<file path="src/rtl/riscv_pkg.sv">
// Shared load/store encodings and FSM state type for the LSU.
// is_misaligned() is used only when LSU_MISALIGN_EXC_EN is defined.
package riscv_pkg;

   localparam logic [2:0] LDST_B  = 3'd0;
   localparam logic [2:0] LDST_H  = 3'd1;
   localparam logic [2:0] LDST_W  = 3'd2;
   localparam logic [2:0] LDST_BU = 3'd4;
   localparam logic [2:0] LDST_HU = 3'd5;

   typedef enum logic [1:0] {
      LSU_IDLE,
      LSU_BUSY,
      LSU_DONE
   } lsu_state_t;

   // Undefined sizes fall into the word case, matching the lane logic.
   function automatic logic is_misaligned(input logic [2:0] size, input logic [1:0] addr_lo);
      case (size)
         LDST_B, LDST_BU: return 1'b0;
         LDST_H, LDST_HU: return addr_lo[0];
         default:         return (addr_lo != 2'b00);
      endcase
   endfunction

endpackage

</file>
<file path="src/rtl/lsu_data_align.sv">
// Byte-lane steering for the LSU: byte enables, store-data replication and
// load-data sign/zero extension, all from size and the two low address bits.
module lsu_data_align
   import riscv_pkg::*;
(
   input  logic [2:0]  size,
   input  logic [1:0]  addr_lo,
   input  logic [31:0] wd,
   input  logic [31:0] rd,
   output logic [3:0]  be,
   output logic [31:0] wd_rep,
   output logic [31:0] rd_ext
);

   logic [7:0]  rd_byte;
   logic [15:0] rd_half;

   assign rd_byte = rd[{addr_lo, 3'b000} +: 8];
   assign rd_half = addr_lo[1] ? rd[31:16] : rd[15:0];

   always_comb begin
      // NOTE: every output gets a default first so no path leaves it unassigned (no latch).
      be     = 4'b1111;
      wd_rep = wd;
      rd_ext = rd;
      case (size)
         LDST_B, LDST_BU: begin
            be     = 4'b0001 << addr_lo;
            wd_rep = {4{wd[7:0]}};
            rd_ext = (size == LDST_B) ? {{24{rd_byte[7]}}, rd_byte} : {24'h0, rd_byte};
         end
         LDST_H, LDST_HU: begin
            be     = 4'b0011 << {addr_lo[1], 1'b0};
            wd_rep = {2{wd[15:0]}};
            rd_ext = (size == LDST_H) ? {{16{rd_half[15]}}, rd_half} : {16'h0, rd_half};
         end
         default: begin
            be     = 4'b1111;
            wd_rep = wd;
            rd_ext = rd;
         end
      endcase
   end

endmodule

</file>
<file path="src/rtl/lsu_controller.sv">
// Load/store sequencer: IDLE -> BUSY (request held until ready) -> DONE (one cycle).
// Optional LSU_MISALIGN_EXC_EN rejects misaligned H/W accesses with a misaligned_o pulse.
module lsu_controller
   import riscv_pkg::*;
#(
   parameter int ADDR_W = 32,
   parameter int DATA_W = 32
) (
   input  logic              clk_i,
   input  logic              rst_ni,
   input  logic              core_req_i,
   input  logic              core_we_i,
   input  logic [2:0]        core_size_i,
   input  logic [ADDR_W-1:0] core_addr_i,
   input  logic [DATA_W-1:0] core_wd_i,
   output logic [DATA_W-1:0] core_rd_o,
   output logic              core_stall_o,
   output logic              misaligned_o,
   output logic              mem_req_o,
   output logic              mem_we_o,
   output logic [3:0]        mem_be_o,
   output logic [ADDR_W-1:0] mem_addr_o,
   output logic [DATA_W-1:0] mem_wd_o,
   input  logic [DATA_W-1:0] mem_rd_i,
   input  logic              mem_ready_i
);

   lsu_state_t        state, state_nxt;
   logic              capture;
   logic              misalign_exc;

   logic              lat_we;
   logic [2:0]        lat_size;
   logic [ADDR_W-1:0] lat_addr;
   logic [DATA_W-1:0] lat_wd;

   logic [3:0]        al_be;
   logic [DATA_W-1:0] al_wd;
   logic [DATA_W-1:0] al_rd;

`ifdef LSU_MISALIGN_EXC_EN
   assign misalign_exc = is_misaligned(core_size_i, core_addr_i[1:0]);
`else
   assign misalign_exc = 1'b0;
`endif

   lsu_data_align u_align (
      .size    (lat_size),
      .addr_lo (lat_addr[1:0]),
      .wd      (lat_wd),
      .rd      (mem_rd_i),
      .be      (al_be),
      .wd_rep  (al_wd),
      .rd_ext  (al_rd)
   );

   always_ff @(posedge clk_i) begin
      // NOTE: state uses non-blocking assignments so every register updates from pre-edge values.
      if (!rst_ni) begin
         state     <= LSU_IDLE;
         core_rd_o <= '0;
         lat_we    <= 1'b0;
         lat_size  <= '0;
         lat_addr  <= '0;
         lat_wd    <= '0;
      end else begin
         state <= state_nxt;
         if (capture) begin
            lat_we   <= core_we_i;
            lat_size <= core_size_i;
            lat_addr <= core_addr_i;
            lat_wd   <= core_wd_i;
         end
         if (state == LSU_BUSY && mem_ready_i && !lat_we) begin
            core_rd_o <= al_rd;
         end
      end
   end

   always_comb begin
      state_nxt    = state;
      capture      = 1'b0;
      core_stall_o = 1'b0;
      misaligned_o = 1'b0;
      mem_req_o    = 1'b0;
      mem_we_o     = 1'b0;
      mem_be_o     = '0;
      mem_addr_o   = '0;
      mem_wd_o     = '0;
      case (state)
         LSU_IDLE: begin
            if (core_req_i) begin
               if (misalign_exc) begin
                  misaligned_o = 1'b1;
               end else begin
                  core_stall_o = 1'b1;
                  capture      = 1'b1;
                  state_nxt    = LSU_BUSY;
               end
            end
         end
         LSU_BUSY: begin
            core_stall_o = 1'b1;
            mem_req_o    = 1'b1;
            mem_we_o     = lat_we;
            mem_be_o     = al_be;
            mem_addr_o   = lat_addr;
            mem_wd_o     = al_wd;
            if (mem_ready_i) state_nxt = LSU_DONE;
         end
         LSU_DONE: state_nxt = LSU_IDLE;
         default:  state_nxt = LSU_IDLE;
      endcase
   end

endmodule

</file>
<file path="config.mk">
export PLATFORM = sky130hd
export DESIGN_NAME = lsu_controller
export DESIGN_NICKNAME = d
export VERILOG_FILES = /design/src/rtl/riscv_pkg.sv /design/src/rtl/lsu_data_align.sv /design/src/rtl/lsu_controller.sv
export SDC_FILE = /design/constraint.sdc
export NUM_CORES = 1
export LEC_CHECK = 0
export CAP_MARGIN = 20
export CORE_ASPECT_RATIO = 0.7
export CORE_MARGIN = 4
export CORE_UTILIZATION = 35
export DETAILED_ROUTE_END_ITERATION = 12
export PLACE_DENSITY_LB_ADDON = 0.12
export SYNTH_ARGS = -nofsm -noshare
export SYNTH_HDL_FRONTEND = slang
export SYNTH_SLANG_ARGS = --single-unit
</file>
<file path="constraint.sdc">
create_clock -name clk_i -period 1.8 [get_ports clk_i]
set_input_delay 0.18 -clock clk_i [delete_from_list [all_inputs] [get_ports clk_i]]
set_output_delay 0.18 -clock clk_i [all_outputs]
set_load 0.05 [all_outputs]
</file>
* Word level (Yosys, flattened, before mapping) *
Cells that the tools add are included.

storage, ports and cells
  output and inout bits = 104
  input bits = 104
  bits in registers = 102

cells by class
  shift operators = 3
  mux-type cells = 17
  equal/unequal tests = 6
  reductions and logical operators = 8

operators by type and width
  operator                                         count
  two-way mux 32 bit                               4
  case mux 32 bit (2 select lines)                 2
  variable part select 32 x 6 -> 8 bit             1
  two-way mux 16 bit                               1
  case mux 4 bit (2 select lines)                  1
  == test 3 bit, second input constant             2
  two-way mux 1 bit                                4
  two-way mux 2 bit                                2
  two-way mux 4 bit                                1
  inequality test 2 bit, second input constant     2
  case mux 2 bit (2 select lines)                  1
  OR reduction 2 bit                               2
  left shift 1 x 2 -> 4 bit, first input constant  1
  left shift 2 x 2 -> 4 bit, first input constant  1
  == test 3 x 1 -> 1 bit, second input constant    1
  zero test 3 bit                                  1
  == test 2 x 1 -> 1 bit, second input constant    1
  logical AND 1 bit                                2
  zero test 2 bit                                  1
  case mux 1 bit (2 select lines)                  1
  AND reduction 2 bit                              1
  zero test 1 bit                                  1

* Longest topological paths before layout *
Gate-level depths: netlist of the first run.

  word-level depth = 4
  gate-level depth with buffers = 7
  gate-level depth less buffers = 5

* Cells and area by module *
A second synthesis of the first run with hierarchy kept.

unflattened totals
  cells, all modules = 708
  area, all modules = 5773.0 um^2

modules (own cells, without submodules)
  module          instances  cells an instance  area an instance (um^2)
  lsu_controller  1          522                4560.6
  lsu_data_align  1          186                1212.4

* Worst setup path before layout of the first run *
Ideal clock, no wire load.

  kind = reg-to-output
  start point = register lat_size[1]
  end point = output port mem_be_o[3]
  data required time = 1620 ps
  cell stages (with the launch flop) = 6
  data arrival time = 2068 ps
  setup slack = -448 ps
  path through = dfxtp_1 > buf_2 > buf_2 > clkbuf_1 > nor2_1 > nor3_1

between the ends
  cells in the longest elaborated chain, start to end = 4
  elaborated cells on any way between the ends = 8
  those cells by class = eq/ne (3); mux (2); reduce/logical (3)

ends and longest elaborated chain
  item                                   line                  source
  from (decl)                            lsu_controller.sv:33  logic [2:0] lat_size;
  from (signal assigned)                 lsu_controller.sv:70  lat_size <= core_size_i;
  == test 3 bit (tied with other cells)  lsu_data_align.sv:26  case (size)
  OR reduction 2 bit                     lsu_data_align.sv:26
  case mux 4 bit (2 select lines) (*)    lsu_data_align.sv:26
  two-way mux 4 bit (*)                  lsu_controller.sv:90  case (state)
  to (decl)                              lsu_controller.sv:21  output logic [3:0] mem_be_o,

Mark *: on every way between the ends. The rest lies on a longest branch, timed or not.

* Worst setup path after layout of the first run *
  start point = register lat_size[0]
  end point = output port mem_wd_o[12]

between the ends
  cells in the longest elaborated chain, start to end = 4
  elaborated cells on any way between the ends = 8
  those cells by class = eq/ne (3); mux (2); reduce/logical (3)

ends and longest elaborated chain
  item                                   line                  source
  == test 3 bit (tied with other cells)  lsu_data_align.sv:26
  OR reduction 2 bit                     lsu_data_align.sv:26
  case mux 32 bit (2 select lines) (*)   lsu_data_align.sv:26
  two-way mux 32 bit (*)                 lsu_controller.sv:90
  to (decl)                              lsu_controller.sv:23  output logic [DATA_W-1:0] mem_wd_o,

Marked as above.

==> results of run 1 <==
-- stage by stage --
stage	hold WS [ps]	setup TNS (ps)	utilization	area, µm²
6_report	295.6	-2.280	0.5817	8254
5_1_grt	298.6	-332.7	0.5817	8254
4_1_cts	289.8	0	0.5773	8192
3_5_place_dp	453.7	-11.42	0.5437	7714
3_3_place_gp	446.4	0	0.5437	7714
2_1_floorplan	324.9	-30.33	-	5205
-- cell usage in the layout (no fill, tap or decap), types with 4 or more instances in the layout --
cell type        instances
o221a_2                  6
a21oi_1                 23
a21oi_2                 21
clkbuf_16               10
o221ai_1                 6
dfxtp_1                 99
mux2i_1                 25
or4_1                    6
nor2_1                  30
nand3_1                  7
and2_1                  40
buf_4                   78
a21boi_0                68
a22oi_1                  8
clkdlybuf4s50_1        119
nand2b_1                 6
nand2_1                177
nor2_2                   8
o21ai_0                 24
inv_6                    4
o21ai_1                  6
buf_12                  41
a22o_1                   8
-- cell type report --
class	count	area [µm²]
Clock buffer	9	225.2
Multi-Input combinational cell	495	2927
Clock inverter	7	100.1
Timing Repair Buffer	242	2671
Tap cell	190	237.7
Fill cell	1289	5934
Sequential cell	102	2053
Inverter	4	31.28
Timing Repair inverter	1	8.758
-- flip-flops by register name, indices dropped and copies added, names as in the netlist --
register	count
lat_wd	32
state	2
lat_addr	32
lat_size	3
core_rd_o	32
lat_we	1
-- report_power, final --
part	leakage [nW]	switching (W)	internal [W]
combinational	2.17	0.000917	0.000729
sequential	0.838	0.000101	0.00240
clock	0.161	0.000928	0.00124
-- metal layers --
layer	vias up	GRT usage
met2	187	0.3257
met4	4	0.04832
met1	2480	0.2923
met5	-	0
met3	15	0.06294
li1	2604	-
-- synth_stat cells (2+ instances only) --
cell type,n
nand2_1,178
dfxtp_1,102
a21boi_0,68
and2_1,41
nor2_1,38
a21oi_1,35
clkbuf_1,27
mux2i_1,26
o21ai_0,24
buf_2,13
a21oi_2,10
a22o_1,8
a22oi_1,8
buf_1,8
nand2b_1,8
nand3_1,7
o21ai_1,6
o221a_2,6
o221ai_1,6
or4_1,6
buf_4,5
buf_6,3
inv_1,3
nor2b_1,3
nor3_1,2
-- timing repair --
item	CTS	global route
endpoints found under the setup margin	31	30
pin swaps	1	1
setup buffers	7	2
gates cloned	2	1
resized for setup	13	11
-- logic make-up after synthesis --
family	share of synthesized area
muxes	0.05266
AOI/OAI and AO/OA	0.2378
buffers and inverters	0.05581
and+or+nand+nor	0.2570
other	0.0007273
DFF	0.3960
-- worst max path at each step --
| stage | start | to | cells after the start |
|---|---|---|---|
| after detailed placement | mem_ready_i | core_rd_o[7] | 4 |
| final | lat_size[0] | mem_wd_o[12] | 5 |
| after global routing | lat_size[0] | mem_wd_o[12] | 6 |
| after CTS | lat_size[1] | mem_wd_o[12] | 6 |
| after floorplan | lat_size[1] | mem_be_o[3] | 5 |
| after global placement | mem_ready_i | core_rd_o[7] | 4 |
==> flow_summary_export.csv, run 1 <==
group,metric,value,unit
outcome,status,"finished, violations left",
outcome,violations,"negative setup slack",
die,core_area,0.01419,mm²
place,gp_congestion,0.8894,
route,wl_met1,8499,µm
setup_path,slowest_delay,370,ps
synth,synth_top_area_share,0.3960,
route,drtAntennaViolNets,0,
run,maxCapViolCount,0,
synth,syn_inst,657,
synth,ys_ff_latch,102,
die,die_area,0.01677,mm²
setup_path,cp-end-kind,"output pin",
cells_and_area,final_net_count,959,
place,dp.cells,1024,
timing,fin_ws,-2.280,ps
synth,synth_cell_type_count,41,
clocking,cts_hold_buf,0,
cells_and_area,drive_above_1_share,0.2291,
clocking,cts_tree,"done",
die,die_y,109.6,µm
route,drc,0,
synth,syn_nets,761,
power_and_ir_drop,power,0.006308,W
clocking,cts_made_buffers,9,
synth,syn_area,0.005156,mm²
place,io_buffers,206,
timing,max-slew-margin-rel,0.6391,
cells_and_area,fin_cells,1050,
hold_path,min_to,"state[0]",
global_routing,grt_pass1_vias,5262,
setup_path,critPathKind,"register to output pin",
route,wl_per_cell,17.36,µm
synth,ys.flop_type,"dfxtp_1",
route,top_layer_used,"met5",
setup_path,worst_ep_required_time,1620,ps
global_routing,grt_pass1_wl,28390,µm
timing,fin_crit,1802,ps
route,firstDrtPassIters,5,
setup_path,rr_startpoint,"state[0]",
clocking,htree_levels,3,
clocking,clkSinkCount,102,
clocking,path_clk_slew,70,ps
die,io_pins,208,
global_routing,grt-ovfl-total,0,
route,drtIter0Drc,324,
cells_and_area,area_growth_syn_to_layout,60.08,%
synth,syn_area_per_cell,7.848,µm²
die,rows,36,
clocking,clock_path_buffers,2,
clocking,clock_latency,350,ps
timing,rsz0062_at_grt,"yes",
route,vias,5290,
setup_path,cp_top_family,"simple AND/OR/NAND/NOR gates",
place,post-dp-hpwl,13170,µm
hold_path,min_path_cells,2,
global_routing,antenna_found_initial,2,
setup_path,rr_worst_depth,5,
synth,ys_seq_area_frac,0.3960,
setup_path,critPathLaunchType,"register",
power_and_ir_drop,peakVddDrop,480.7,µV
die,start_util,0.3634,
setup_path,path_buf_inv,2,
setup_path,r2r_slack,120,ps
cells_and_area,diodes,0,
timing,max_freq,554.9,MHz
global_routing,grt_start_max_net_pins,48,
clocking,cts_root_buf,"clkbuf_16",
synth,synth.area.top_cells,"dfxtp_1 40%, nand2_1 13%, a21boi_0 9.9%, mux2i_1 5.0%, and2_1 5.0%",
setup_path,cp_max_fo,7,
timing,worstMarginPinSlew,539.7,ps
die,chipWidth,153.1,µm
timing,drv_slew,0,
synth,synth_edf_count,0,
timing,finalHoldViolCount,0,
timing,setup_viol,1,
route,wl_met3,1479,µm
synth,yosysTopAreaCell,"dfxtp_1",
hold_path,hp-class,"input port to register",
setup_path,cp.arrival,1620,ps
synth,ys_warn_count,0,
timing,skew,8.868,ps
setup_path,r2r-end,"core_rd_o[7]",
power_and_ir_drop,leakagePower,3.170,nW
hold_path,hp-start,"rst_ni",
route,route.detailed.vias_per_inst,5.038,
setup_path,cp_cell_sequence,"or2_2, buf_4, nand2_1, a21oi_4, buf_12",
setup_path,cpMaxStageDelayCell,"dfxtp_4",
route,drt_wl_total,18220,µm
synth,synth-async-reset-ratio,0,
global_routing,grt_usage,0.2109,
power_and_ir_drop,cellPowerDensity,764.2,mW/mm²
route,wl_met2,8060,µm
timing,post-route-period-util,1.001,
place,preCtsSetupSlack,-11.42,ps
Power figures use the tool's default switching activity.
==> run 2, diff against run 1 <==
Settings changed: CORE_MARGIN 4 to 8.
==> flow_summary_export.csv, run 2 (synthesis gave the netlist of run 1 again) <==
group,metric,value,unit
setup_path,worst_ep_required_time,1620,ps
setup_path,rr_startpoint,"lat_addr[1]",
die,rows,37,
setup_path,crit_path_frequent_cell,"buf_12",
clocking,clkSinkCount,102,
timing,post-route-period-util,0.9659,
route,route.detailed.vias_per_inst,5.001,
timing,finalHoldViolCount,0,
clocking,cts_made_buffers,9,
place,post-dp-hpwl,13980,µm
setup_path,cp_max_fo,9,
cells_and_area,final_net_count,959,
setup_path,crit_cells,6,
cells_and_area,drive_above_1_share,0.2302,
clocking,clock_latency,340,ps
setup_path,r2r_slack,130,ps
die,die_y,117.6,µm
hold_path,hp-class,"input port to register",
cells_and_area,fill_cells,1334,
global_routing,antenna_found_initial,2,
outcome,status,"complete, no violations",
die,chipWidth,161.1,µm
run,maxCapViolCount,0,
setup_path,path_buf_inv,3,
setup_path,cp.arrival,1560,ps
clocking,clock_path_buffers,2,
place,io_buffers,206,
route,drtIter0Drc,312,
clocking,cts_root_buf,"clkbuf_16",
cells_and_area,stdcell_area,0.008255,mm²
timing,skew,6.529,ps
route,drc,0,
timing,fin_crit,1739,ps
setup_path,critPathLaunchType,"register",
route,firstDrtPassIters,7,
place,gp_congestion,0.8578,
cells_and_area,final_common_cell,"nand2_1",
global_routing,grt_pass1_vias,5273,
clocking,htree_levels,3,
setup_path,cp-end-kind,"output pin",
clocking,cts_tree,"done",
global_routing,grt_start_max_net_pins,47,
power_and_ir_drop,cellPowerDensity,750.2,mW/mm²
timing,drv_slew,0,
route,drtAntennaViolNets,0,
setup_path,cpMaxStageDelayCell,"dfxtp_4",
route,drt_wl_total,19130,µm
timing,max-slew-margin-rel,0.6234,
clocking,cts_hold_buf,0,
cells_and_area,layout_common_cells,"176 x nand2_1, 116 x clkdlybuf4s50_1, 99 x dfxtp_1, 78 x buf_4, 68 x a21boi_0",
timing,setup_tns,0,ps
global_routing,grt_usage,0.1944,
setup_path,r2r-end,"core_rd_o[17]",
setup_path,slowest_delay,360,ps
cells_and_area,layout_top_registers,"core_rd_o (32), lat_addr (32), lat_wd (32)",
setup_path,cp_top_family,"buffers and inverters",
route,vias,5276,
die,die_area,0.01893,mm²
hold_path,min_path_cells,2,
power_and_ir_drop,peakVddDrop,531.2,µV
power_and_ir_drop,leakagePower,3.160,nW
timing,max_freq,575.1,MHz
route,wl_per_cell,18.13,µm
setup_path,rr_worst_depth,6,
place,placed_area,0.007685,mm²
die,io_pins,208,
hold_path,hp-start,"rst_ni",
cells_and_area,diodes,0,
cells_and_area,area_growth_syn_to_layout,60.11,%
setup_path,cp_cell_sequence,"buf_12, nor2_4, buf_6, nand2_1, a21oi_2, buf_12",
timing,worstMarginPinSlew,563.2,ps
global_routing,grt_pass1_wl,29730,µm
timing,setup_viol,0,
global_routing,grt-ovfl-total,0,
hold_path,min_to,"state[0]",
die,core_area,0.01454,mm²
clocking,path_clk_slew,70,ps
die,start_util,0.3547,
setup_path,critPathKind,"register to output pin",
-- run 2: changes by cell type in the layout (fill, tap and decap cells not counted), moves of 2 or more --
cell	delta
clkdlybuf4s50_1	-3
clkbuf_8	+2
nor3_4	+2
a21oi_1	+2
nor3_2	-2
clkinv_4	+2
a21oi_2	-3
inv_6	-4
buf_6	+4
-- run 2: worst max-delay path by stage --
| stage | start | end | slack [ps] |
|---|---|---|---|
| final | lat_size[0] | mem_wd_o[12] | 60 |
| after global routing | lat_size[1] | mem_be_o[1] | -6 |
| after CTS | state[1] | mem_wd_o[28] | -2 |
| after detailed placement | mem_rd_i[31] | core_rd_o[17] | 20 |
| after global placement | mem_rd_i[31] | core_rd_o[30] | 40 |
| after floorplan | lat_size[1] | mem_be_o[3] | -30 |
-- run 2: metrics by stage --
stage / util / total power (W) / std cells / hold WS, ps / setup slack, ps
floorplan: - / 0.003408 / 657 / 324.9 / -30.33
global placement: 0.5287 / 0.004090 / 1027 / 447.1 / 41.23
detailed placement: 0.5287 / 0.004114 / 1027 / 453.8 / 20.69
CTS: 0.5567 / 0.006188 / 1046 / 204.7 / -1.977
global route: 0.5679 / 0.006472 / 1055 / 220.5 / -5.947
finish: 0.5679 / 0.006193 / 1055 / 222.2 / 61.31
-- run 2: metal layers --
| metal | part of all wire | vias up | global-route usage |
|---|---|---|---|
| li1 | - | 2602 | - |
| met2 | 0.44 | 190 | 0.2898 |
| met5 | 0.0016 | - | 0 |
| met3 | 0.081 | 20 | 0.06359 |
| met1 | 0.47 | 2460 | 0.2669 |
| met4 | 0.011 | 4 | 0.04325 |
-- run 2: area by class of cell --
class | instances | area (µm²) | area share
inverters | 4 | 23.77 | 0.002880
well taps | 195 | 244.0 | 0.02955
repair inverters | 1 | 5.005 | 0.0006062
repair buffers | 242 | 2666 | 0.3230
clock buffers | 12 | 256.5 | 0.03107
clock inverters | 4 | 55.05 | 0.006669
multi-input cells | 495 | 2954 | 0.3578
flip-flops and latches | 102 | 2051 | 0.2484
-- run 2: power breakdown --
part | internal (W) | leakage [nW] | switching (W)
clock | 0.00116 | 0.149 | 0.000877
combinational | 0.000737 | 2.17 | 0.000922
sequential | 0.00240 | 0.838 | 0.000100
total | 0.00429 | 3.16 | 0.00190
-- run 2: repair_timing --
| item | CTS | global route |
|---|---|---|
| pin swaps | 1 | 3 |
| endpoints found under the setup margin | 10 | 50 |
| buffers inserted | 2 | 7 |
| gates resized for setup | 11 | 20 |
| gates cloned | 1 | 2 |
